===== src/rtl/score_display_ctrl.sv =====
// Two-player score display: captures both scores, converts them to BCD by
// sequential double-dabble, and multiplexes four seven-segment digits.
module score_display_ctrl #(
  parameter int unsigned REFRESH_DIV = 50000,
  parameter int unsigned BLANK_LZ    = 1
) (
  input  logic       pclk,
  input  logic       rst,
  input  logic [6:0] score_a,
  input  logic [6:0] score_b,
  input  logic       load,
  output logic       busy,
  output logic [6:0] seg,
  output logic [3:0] an,
  output logic       dp
);

  localparam int unsigned SCORE_W = 7;
  localparam int unsigned SR_W    = 15;
  localparam int unsigned DISP_W  = 16;
  localparam int unsigned REF_W   = 16;
  localparam int unsigned STEP_W  = 3;
  localparam logic [STEP_W-1:0]  LAST_STEP = STEP_W'(6);
  localparam logic [REF_W-1:0]   REF_MAX   = REF_W'(REFRESH_DIV - 1);
  localparam logic [SCORE_W-1:0] SCORE_MAX = SCORE_W'(99);
  localparam logic [6:0]         SEG_OFF   = 7'b1111111;

  typedef enum logic [1:0] {IDLE, CONVERT, COMMIT} state_e;

  state_e              state_q, state_d;
  logic [STEP_W-1:0]   step_q, step_d;
  logic [SR_W-1:0]     sr_a_q, sr_a_d, sr_b_q, sr_b_d;
  logic [DISP_W-1:0]   disp_q, disp_d;
  logic                busy_q, busy_d;
  logic [REF_W-1:0]    ref_q, ref_d;
  logic [1:0]          idx_q, idx_d;
  logic [6:0]          seg_q, seg_d;
  logic [3:0]          an_q, an_d;
  logic                dp_q, dp_d;
  logic [3:0]          digit;
  logic                is_tens;

  function automatic logic [SCORE_W-1:0] sat99(input logic [SCORE_W-1:0] v);
    return (v > SCORE_MAX) ? SCORE_MAX : v;
  endfunction

  // One double-dabble iteration: sr = {tens, units, remaining binary}.
  function automatic logic [SR_W-1:0] dd_step(input logic [SR_W-1:0] sr);
    logic [SR_W-1:0] t;
    t = sr;
    if (t[10:7] >= 4'd5)  t[10:7]  = t[10:7] + 4'd3;
    if (t[14:11] >= 4'd5) t[14:11] = t[14:11] + 4'd3;
    return {t[SR_W-2:0], 1'b0};
  endfunction

  function automatic logic [6:0] seg_enc(input logic [3:0] d);
    case (d)
      4'd0:    return 7'b1000000;
      4'd1:    return 7'b1111001;
      4'd2:    return 7'b0100100;
      4'd3:    return 7'b0110000;
      4'd4:    return 7'b0011001;
      4'd5:    return 7'b0010010;
      4'd6:    return 7'b0000010;
      4'd7:    return 7'b1111000;
      4'd8:    return 7'b0000000;
      4'd9:    return 7'b0010000;
      default: return SEG_OFF;
    endcase
  endfunction

  always_ff @(posedge pclk or posedge rst) begin
    if (rst) begin
      state_q <= IDLE;
      step_q  <= '0;
      sr_a_q  <= '0;
      sr_b_q  <= '0;
      disp_q  <= '0;
      busy_q  <= 1'b0;
      ref_q   <= '0;
      idx_q   <= '0;
      seg_q   <= SEG_OFF;
      an_q    <= 4'b1111;
      dp_q    <= 1'b1;
    end else begin
      state_q <= state_d;
      step_q  <= step_d;
      sr_a_q  <= sr_a_d;
      sr_b_q  <= sr_b_d;
      disp_q  <= disp_d;
      busy_q  <= busy_d;
      ref_q   <= ref_d;
      idx_q   <= idx_d;
      seg_q   <= seg_d;
      an_q    <= an_d;
      dp_q    <= dp_d;
    end
  end

  // Capture / convert / commit sequencing; the display only changes in COMMIT.
  always_comb begin
    state_d = state_q;
    step_d  = step_q;
    sr_a_d  = sr_a_q;
    sr_b_d  = sr_b_q;
    disp_d  = disp_q;
    case (state_q)
      IDLE: begin
        if (load) begin
          state_d = CONVERT;
          step_d  = '0;
          sr_a_d  = SR_W'(sat99(score_a));
          sr_b_d  = SR_W'(sat99(score_b));
        end
      end
      CONVERT: begin
        sr_a_d = dd_step(sr_a_q);
        sr_b_d = dd_step(sr_b_q);
        step_d = step_q + STEP_W'(1);
        if (step_q == LAST_STEP) state_d = COMMIT;
      end
      COMMIT: begin
        disp_d  = {sr_a_q[14:7], sr_b_q[14:7]};
        state_d = IDLE;
      end
      default: state_d = IDLE;
    endcase
    busy_d = (state_d != IDLE);
  end

  // Free-running digit scan, decoupled from the conversion FSM.
  always_comb begin
    ref_d   = ref_q + REF_W'(1);
    idx_d   = idx_q;
    digit   = 4'd0;
    is_tens = 1'b0;
    an_d    = 4'b1111;
    if (ref_q == REF_MAX) begin
      ref_d = '0;
      idx_d = idx_q + 2'd1;
    end
    case (idx_q)
      2'd0: begin an_d = 4'b1110; digit = disp_q[11:8];  end
      2'd1: begin an_d = 4'b1101; digit = disp_q[15:12]; is_tens = 1'b1; end
      2'd2: begin an_d = 4'b1011; digit = disp_q[3:0];   end
      default: begin an_d = 4'b0111; digit = disp_q[7:4]; is_tens = 1'b1; end
    endcase
    if (is_tens && (BLANK_LZ != 0) && (digit == 4'd0)) seg_d = SEG_OFF;
    else                                               seg_d = seg_enc(digit);
    dp_d = (idx_q != 2'd2);
  end

  assign busy = busy_q;
  assign seg  = seg_q;
  assign an   = an_q;
  assign dp   = dp_q;

endmodule


===== config.mk =====
export PLATFORM = sky130hd
export DESIGN_NAME = score_display_ctrl
export DESIGN_NICKNAME = d
export VERILOG_FILES = /design/src/rtl/score_display_ctrl.sv
export SDC_FILE = /design/constraint.sdc
export NUM_CORES = 1
export LEC_CHECK = 0
export BUFFER_PORTS_ARGS = -buffer_cell sky130_fd_sc_hd__buf_2
export CAP_MARGIN = 0
export CORE_UTILIZATION = 50
export CTS_CLUSTER_SIZE = 30
export DETAILED_ROUTE_END_ITERATION = 8
export MAX_ROUTING_LAYER = met4
export PLACE_DENSITY = 0.67
export REMOVE_ABC_BUFFERS = 1
export SLEW_MARGIN = 20
export SYNTH_ARGS = -nofsm -noshare
export SYNTH_HDL_FRONTEND = slang
export SYNTH_SLANG_ARGS = --single-unit

===== constraint.sdc =====
create_clock -name pclk -period 3.3 [get_ports pclk]
set_clock_uncertainty 0.15 [all_clocks]
set_input_delay 0.165 -clock pclk [delete_from_list [all_inputs] [get_ports pclk]]
set_output_delay 0.165 -clock pclk [all_outputs]
set_load 0.005 [all_outputs]

**Yosys cells after proc, flatten, opt, wreduce, memory -nomap -nowiden**

Memory sizes are Yosys's and may differ from the RTL's.
Cells that the tools add are included.

- Register bits: 82
- Output and inout port bits: 13
- Memories: 1
- Input bits: 17
- Memory bits (read-only): 112

- $add $sub $neg: 7
- Order comparisons: 6
- Muxes and demuxes: 20
- Equal/unequal tests: 8
- Reduce and logical (&&, ||, !) cells: 8

Memory list:

| memory | depth | width | read ports | clocked after memory_dff | write ports | line | RTL |
|---|---|---|---|---|---|---|---|
| (name not given) | 16 | 7 | 1 | 0 | 0 | 57 | `case (d)` |

Operators with widths:

| operator | number |
|---|---|
| 15-bit one-hot mux with 2 select lines | 2 |
| 15-bit 2-to-1 mux | 2 |
| 4-bit one-hot mux with 3 select lines | 2 |
| 7-bit 2-to-1 mux | 3 |
| 16-bit by 1-bit adder with 16-bit output (second input constant) | 1 |
| 16-bit == test (second input constant) | 1 |
| 4-bit by 3-bit greater-or-equal comparator with 1-bit output (second input constant) | 4 |
| 16-bit 2-to-1 mux | 1 |
| 7-bit > comparator (second input constant) | 2 |
| 3-bit 2-to-1 mux | 3 |
| 4-bit by 2-bit adder with 4-bit output (second input constant) | 2 |
| 4-bit 2-to-1 mux | 2 |
| 3-bit by 2-bit adder with 3-bit output (second input constant) | 2 |
| 3-bit one-hot mux with 2 select lines | 1 |
| 2-bit by 1-bit == test with 1-bit output (second input constant) | 2 |
| 2-bit == test (second input constant) | 2 |
| 2-bit zero test | 2 |
| 4-bit zero test | 1 |
| 2-bit 2-to-1 mux | 2 |
| 2-bit inequality test (second input constant) | 2 |
| 2-bit one-hot mux with 2 select lines | 1 |
| 2-bit nonzero test | 2 |
| 3-bit by 1-bit adder with 3-bit output (second input constant) | 1 |
| 3-bit == test (second input constant) | 1 |
| other kinds (5) | 5 |

**Depth between registers and ports, before layout**

- Depth in word-level cells: 5
- Mapped depth: 10
- Depth with buffers taken out: 10

**Worst setup path before layout**

OpenSTA, ideal clock, no wires.

- Path kind: reg-to-reg
- Start point: register idx_q[0]
- End point: register seg_q[0], in the netlist seg[0]
- Clock period less this slack: 2.435 ns
- Arrival time: 2.202 ns
- Setup slack: 0.865 ns
- Stages on the path, launching flop included: 11
- Required time: 3.067 ns
- Setup time: 0.083 ns
- Path buffers: 0
- Path through: dfrtp_1 -> inv_1 -> ha_1 -> a222oi_1 -> a21oi_1 -> inv_1 -> ha_1 -> nor3b_1 -> or2_2 -> mux2i_1 -> a2bb2oi_1

- Longest elaborated chain between the ends: 5

Ends and longest elaborated chain:

| element | line | RTL |
|---|---|---|
| from (decl) | 36 | `logic [1:0] idx_q, idx_d;` |
| from (signal assigned) | 93 | `idx_q <= idx_d;` |
| branches (longest 4 deep; another with memory 16 x 7 bit) | -- |  |
| 7-bit 2-to-1 mux * | 148 | `if (is_tens && (BLANK_LZ != 0) && (digit == 4'd0)) seg_d = SEG_OFF;` |
| net seg_d[0] | 37 | `logic [6:0] seg_q, seg_d;` |
| to (signal assigned) | 94 | `seg_q <= seg_d;` |
| to (decl) | 37 |  |

Mark *: on every way through the listed nets, which the timed path passes.
A chain may end at the register's enable or synchronous reset.

**Final worst setup path**

Same ends and word-level chain as after synthesis.

==> run metrics <==
Post-Syn Area 3880 µm²; clock buffer depth 2; PortBufs 29; Die Wd 90.1 µm; Simple-Gate Fraction of Synth Area 12.3%; DR WL/cell 14.4 µm; proportion of synthesized area in mux cells 4.99%; Worst-Margin Slew 0.808 ns; Die Ht 90.1 µm; Crit path largest cell delay 0.46 ns; Max Clk Rate 0.354 GHz; Worst-path clk slew 0.07 ns; Gate power share 33.5%; clock share of power 20.9%; Hold Path Class in -> reg; static leakage 2.06 nW; Vias 2737; Synth Warn # 0; Initial DRC Count 106; vias in the first global route 2759; most common cell after layout, fill and taps aside dfrtp_1; vias per cell 5.54; Routed Antenna Nets 0; distinct cell type count after synthesis 52; Clk Latency, worst-skew pair 0.35 ns; Hold Vio Cnt, Final 0; core area 7370 µm²; Placer Congestion 0.814; H-tree Lvls 3; worst slack at placement 0.544 ns; fill cell count 658; Synth Area in Compound Gates 15.2%; Post-synth EDFFs 0; VDD IR max 441 µV; Site Rows 31; Synth Register Bits 81; cts repair resizes 0; CTS buffer count 9; initial antenna violation count 0; RSZ-0062 raised after global routing false; WS Path Type reg -> reg; cells after synthesis 352; Setup TNS Final 0 ns; CTS tree yes; GRT Residual Overflow 0; final setup fails 0; Adder-Cell Fraction of Synth Area 6.44%; first-pass GRT wire length 12700 µm; sw frac 34.1%; startpoint types flip-flop; Seq/Total Area, Yosys 52.5%; Pre-Repair DR Iteration Count 5; outcome finished clean; Tmin final 2.82 ns; ys async rst share 100%; largest net degree at the start of global routing 47; crit path DAT 2.95 ns; Routed WL 7120 µm; post-route setup slack 0.475 ns; part of the power in registers 45.6%; switching power 1.13 mW; io pins 30; post-synthesis xor/xnor area fraction 3.83%; CP Max Fanout 8; Layout area overhead 13.1%; layout cells sized above 1 20.3%; Layout Nets 427; initial core utilization 52.7%; max-cap violations 0; Final Max Tran Viols 0; Clock Sinks 81; DRC 0; Buf/Inv on CP 2; Final period util 85.6%; worst path required time 3.43 ns; Rel. slew slack 46.1%; Int Pwr 2.18 mW; Die ar. 8130 µm²; largest family of logic cells by synthesized area compound AO/OA/AOI/OAI gates; CP delay by family, top compound AO/OA/AOI/OAI gates; pwr dens 754 nW/µm²; n_diodes 0; most common flop cell mapped by yosys dfrtp_1; most frequent cells in the layout dfrtp_1 (70), inv_1 (30), buf_2 (29), o21ai_0 (23); synthesized area per cell 11.0 µm²; DP Wirelength 4770 µm; Critical Path Sink Type flip-flop; root buf cell clkbuf_8; overall routing resource usage 20.2%; Max stage delay cell, worst path nor3b_1; critical-path cell list inv_1, ha_1, a222oi_1, a21oi_1, inv_1, ha_1, nor3b_1, or2_2, mux2i_1, a2bb2oi_1
-- tightest hold or removal path: cells and delay by family --
family                 cells  cell delay, ns
buffers and inverters      2            0.10
AOI/OAI and AO/OA          2            0.20
-- registers in the layout, summed over array words and instances, names as in the netlist --
| register | cells |
|---|---|
| disp_q | 16 |
| ref_q | 16 |
| sr_a_q | 15 |
| sr_b_q | 15 |
| seg | 7 |
| an | 4 |
| step_q | 3 |
| idx_q | 2 |
| state_q | 2 |
| busy | 1 |
-- path summary, 6_finish.rpt --
path,to,cells after the start,slack (ns),startpoint
min in group asynchronous,ref_q[1],3,0.31,rst
setup reg to reg,seg[0],10,0.48,idx_q[0]
hold reg to reg,ref_q[15],1,0.33,ref_q[15]
max in group asynchronous,sr_b_q[12],4,1.89,rst
setup / recovery,seg[0],10,0.48,idx_q[0]
hold / removal,sr_a_q[0],4,0.008,score_a[0]
-- logic make-up after synthesis --
| group | count (synthesis) |
|---|---|
| AO/OA/AOI/OAI | 85 |
| AND/OR/NAND/NOR | 85 |
| flip-flops | 81 |
| buffers and inverters | 46 |
| adder cells (fa/ha/maj) | 20 |
| multiplexers | 18 |
| XOR/XNOR | 17 |
-- layer usage --
metal | vias to the layer above | part of all wire [%] | global-route usage, %
li1 | 1327 | - | -
met1 | 1337 | 49 | 26.6
met2 | 57 | 46 | 31.2
met3 | 16 | 2.8 | 2.54
met4 | 0 | 2.3 | 9.81
met5 | - | 0 | -
-- Yosys cell counts, types with 2 or more instances --
| cell type | instances | area share, % |
|---|---|---|
| nor3b_1 | 3 | 0.58 |
| o311ai_0 | 2 | 0.45 |
| clkbuf_1 | 10 | 0.97 |
| a2bb2oi_1 | 2 | 0.45 |
| xor2_1 | 9 | 2.0 |
| buf_2 | 2 | 0.26 |
| buf_4 | 2 | 0.39 |
| nand2_1 | 20 | 1.9 |
| o21ai_0 | 23 | 3.0 |
| dfrtp_1 | 70 | 45 |
| dfstp_2 | 11 | 7.4 |
| mux2i_1 | 7 | 1.8 |
| nor2_1 | 15 | 1.4 |
| xnor2_1 | 8 | 1.8 |
| or4bb_1 | 2 | 0.58 |
| nand3_1 | 9 | 1.2 |
| a21oi_1 | 16 | 2.1 |
| a32o_1 | 4 | 1.0 |
| mux2_2 | 11 | 3.2 |
| and3b_1 | 3 | 0.68 |
| ha_1 | 20 | 6.4 |
| a22o_1 | 5 | 1.1 |
| a21o_1 | 2 | 0.39 |
| nand2b_1 | 9 | 1.4 |
| a32oi_1 | 2 | 0.45 |
| and3_1 | 2 | 0.32 |
| a311oi_1 | 2 | 0.45 |
| a222oi_1 | 10 | 2.6 |
| or2_2 | 3 | 0.48 |
| inv_1 | 31 | 3.0 |
| o22ai_1 | 5 | 0.81 |
| o22a_1 | 2 | 0.45 |
| nor4_1 | 2 | 0.32 |
| o31ai_1 | 4 | 0.77 |
| nor2b_1 | 6 | 0.97 |
| nor3_1 | 2 | 0.26 |
-- power groups by stage --
stage / combinational, mW / sequential, mW / clock (mW)
4_1_cts: 1.12 / 1.51 / 0.714
3_5_place_dp: 1.11 / 1.53 / 0
5_1_grt: 1.27 / 1.55 / 0.751
6_report: 1.11 / 1.51 / 0.692
2_1_floorplan: 0.846 / 1.47 / 0
3_3_place_gp: 1.07 / 1.52 / 0
-- area by class of cell --
type                    instances  area (µm²)  share of cell area (%)
multi-input cells             225        1660                    37.8
inverters                      32         121                    2.76
clock buffers                  14         183                    4.16
repair buffers                 41         255                    5.81
well taps                      99         124                    2.82
clock inverters                 2        10.0                   0.228
flip-flops and latches         81        2040                    46.4
-- through the flow --
stage          instance area (µm²)  instances  hold slack (ns)  total power, mW  utilization, %
2_1_floorplan                 3820        338            0.158             2.32               -
3_3_place_gp                  4120        470            0.161             2.58            55.9
3_5_place_dp                  4120        470            0.176             2.64            55.9
4_1_cts                       4400        494          0.00797             3.35            59.6
5_1_grt                       4400        494           0.0629             3.56            59.6
6_report                      4400        494          0.00761             3.31            59.6
-- timing repair --
action                    4_1_cts  5_1_grt
hold buffers                    8        0
hold endpoints to repair       40        0
setup buffers                   0        0
Note: power is estimated with default switching activity, not from simulation.
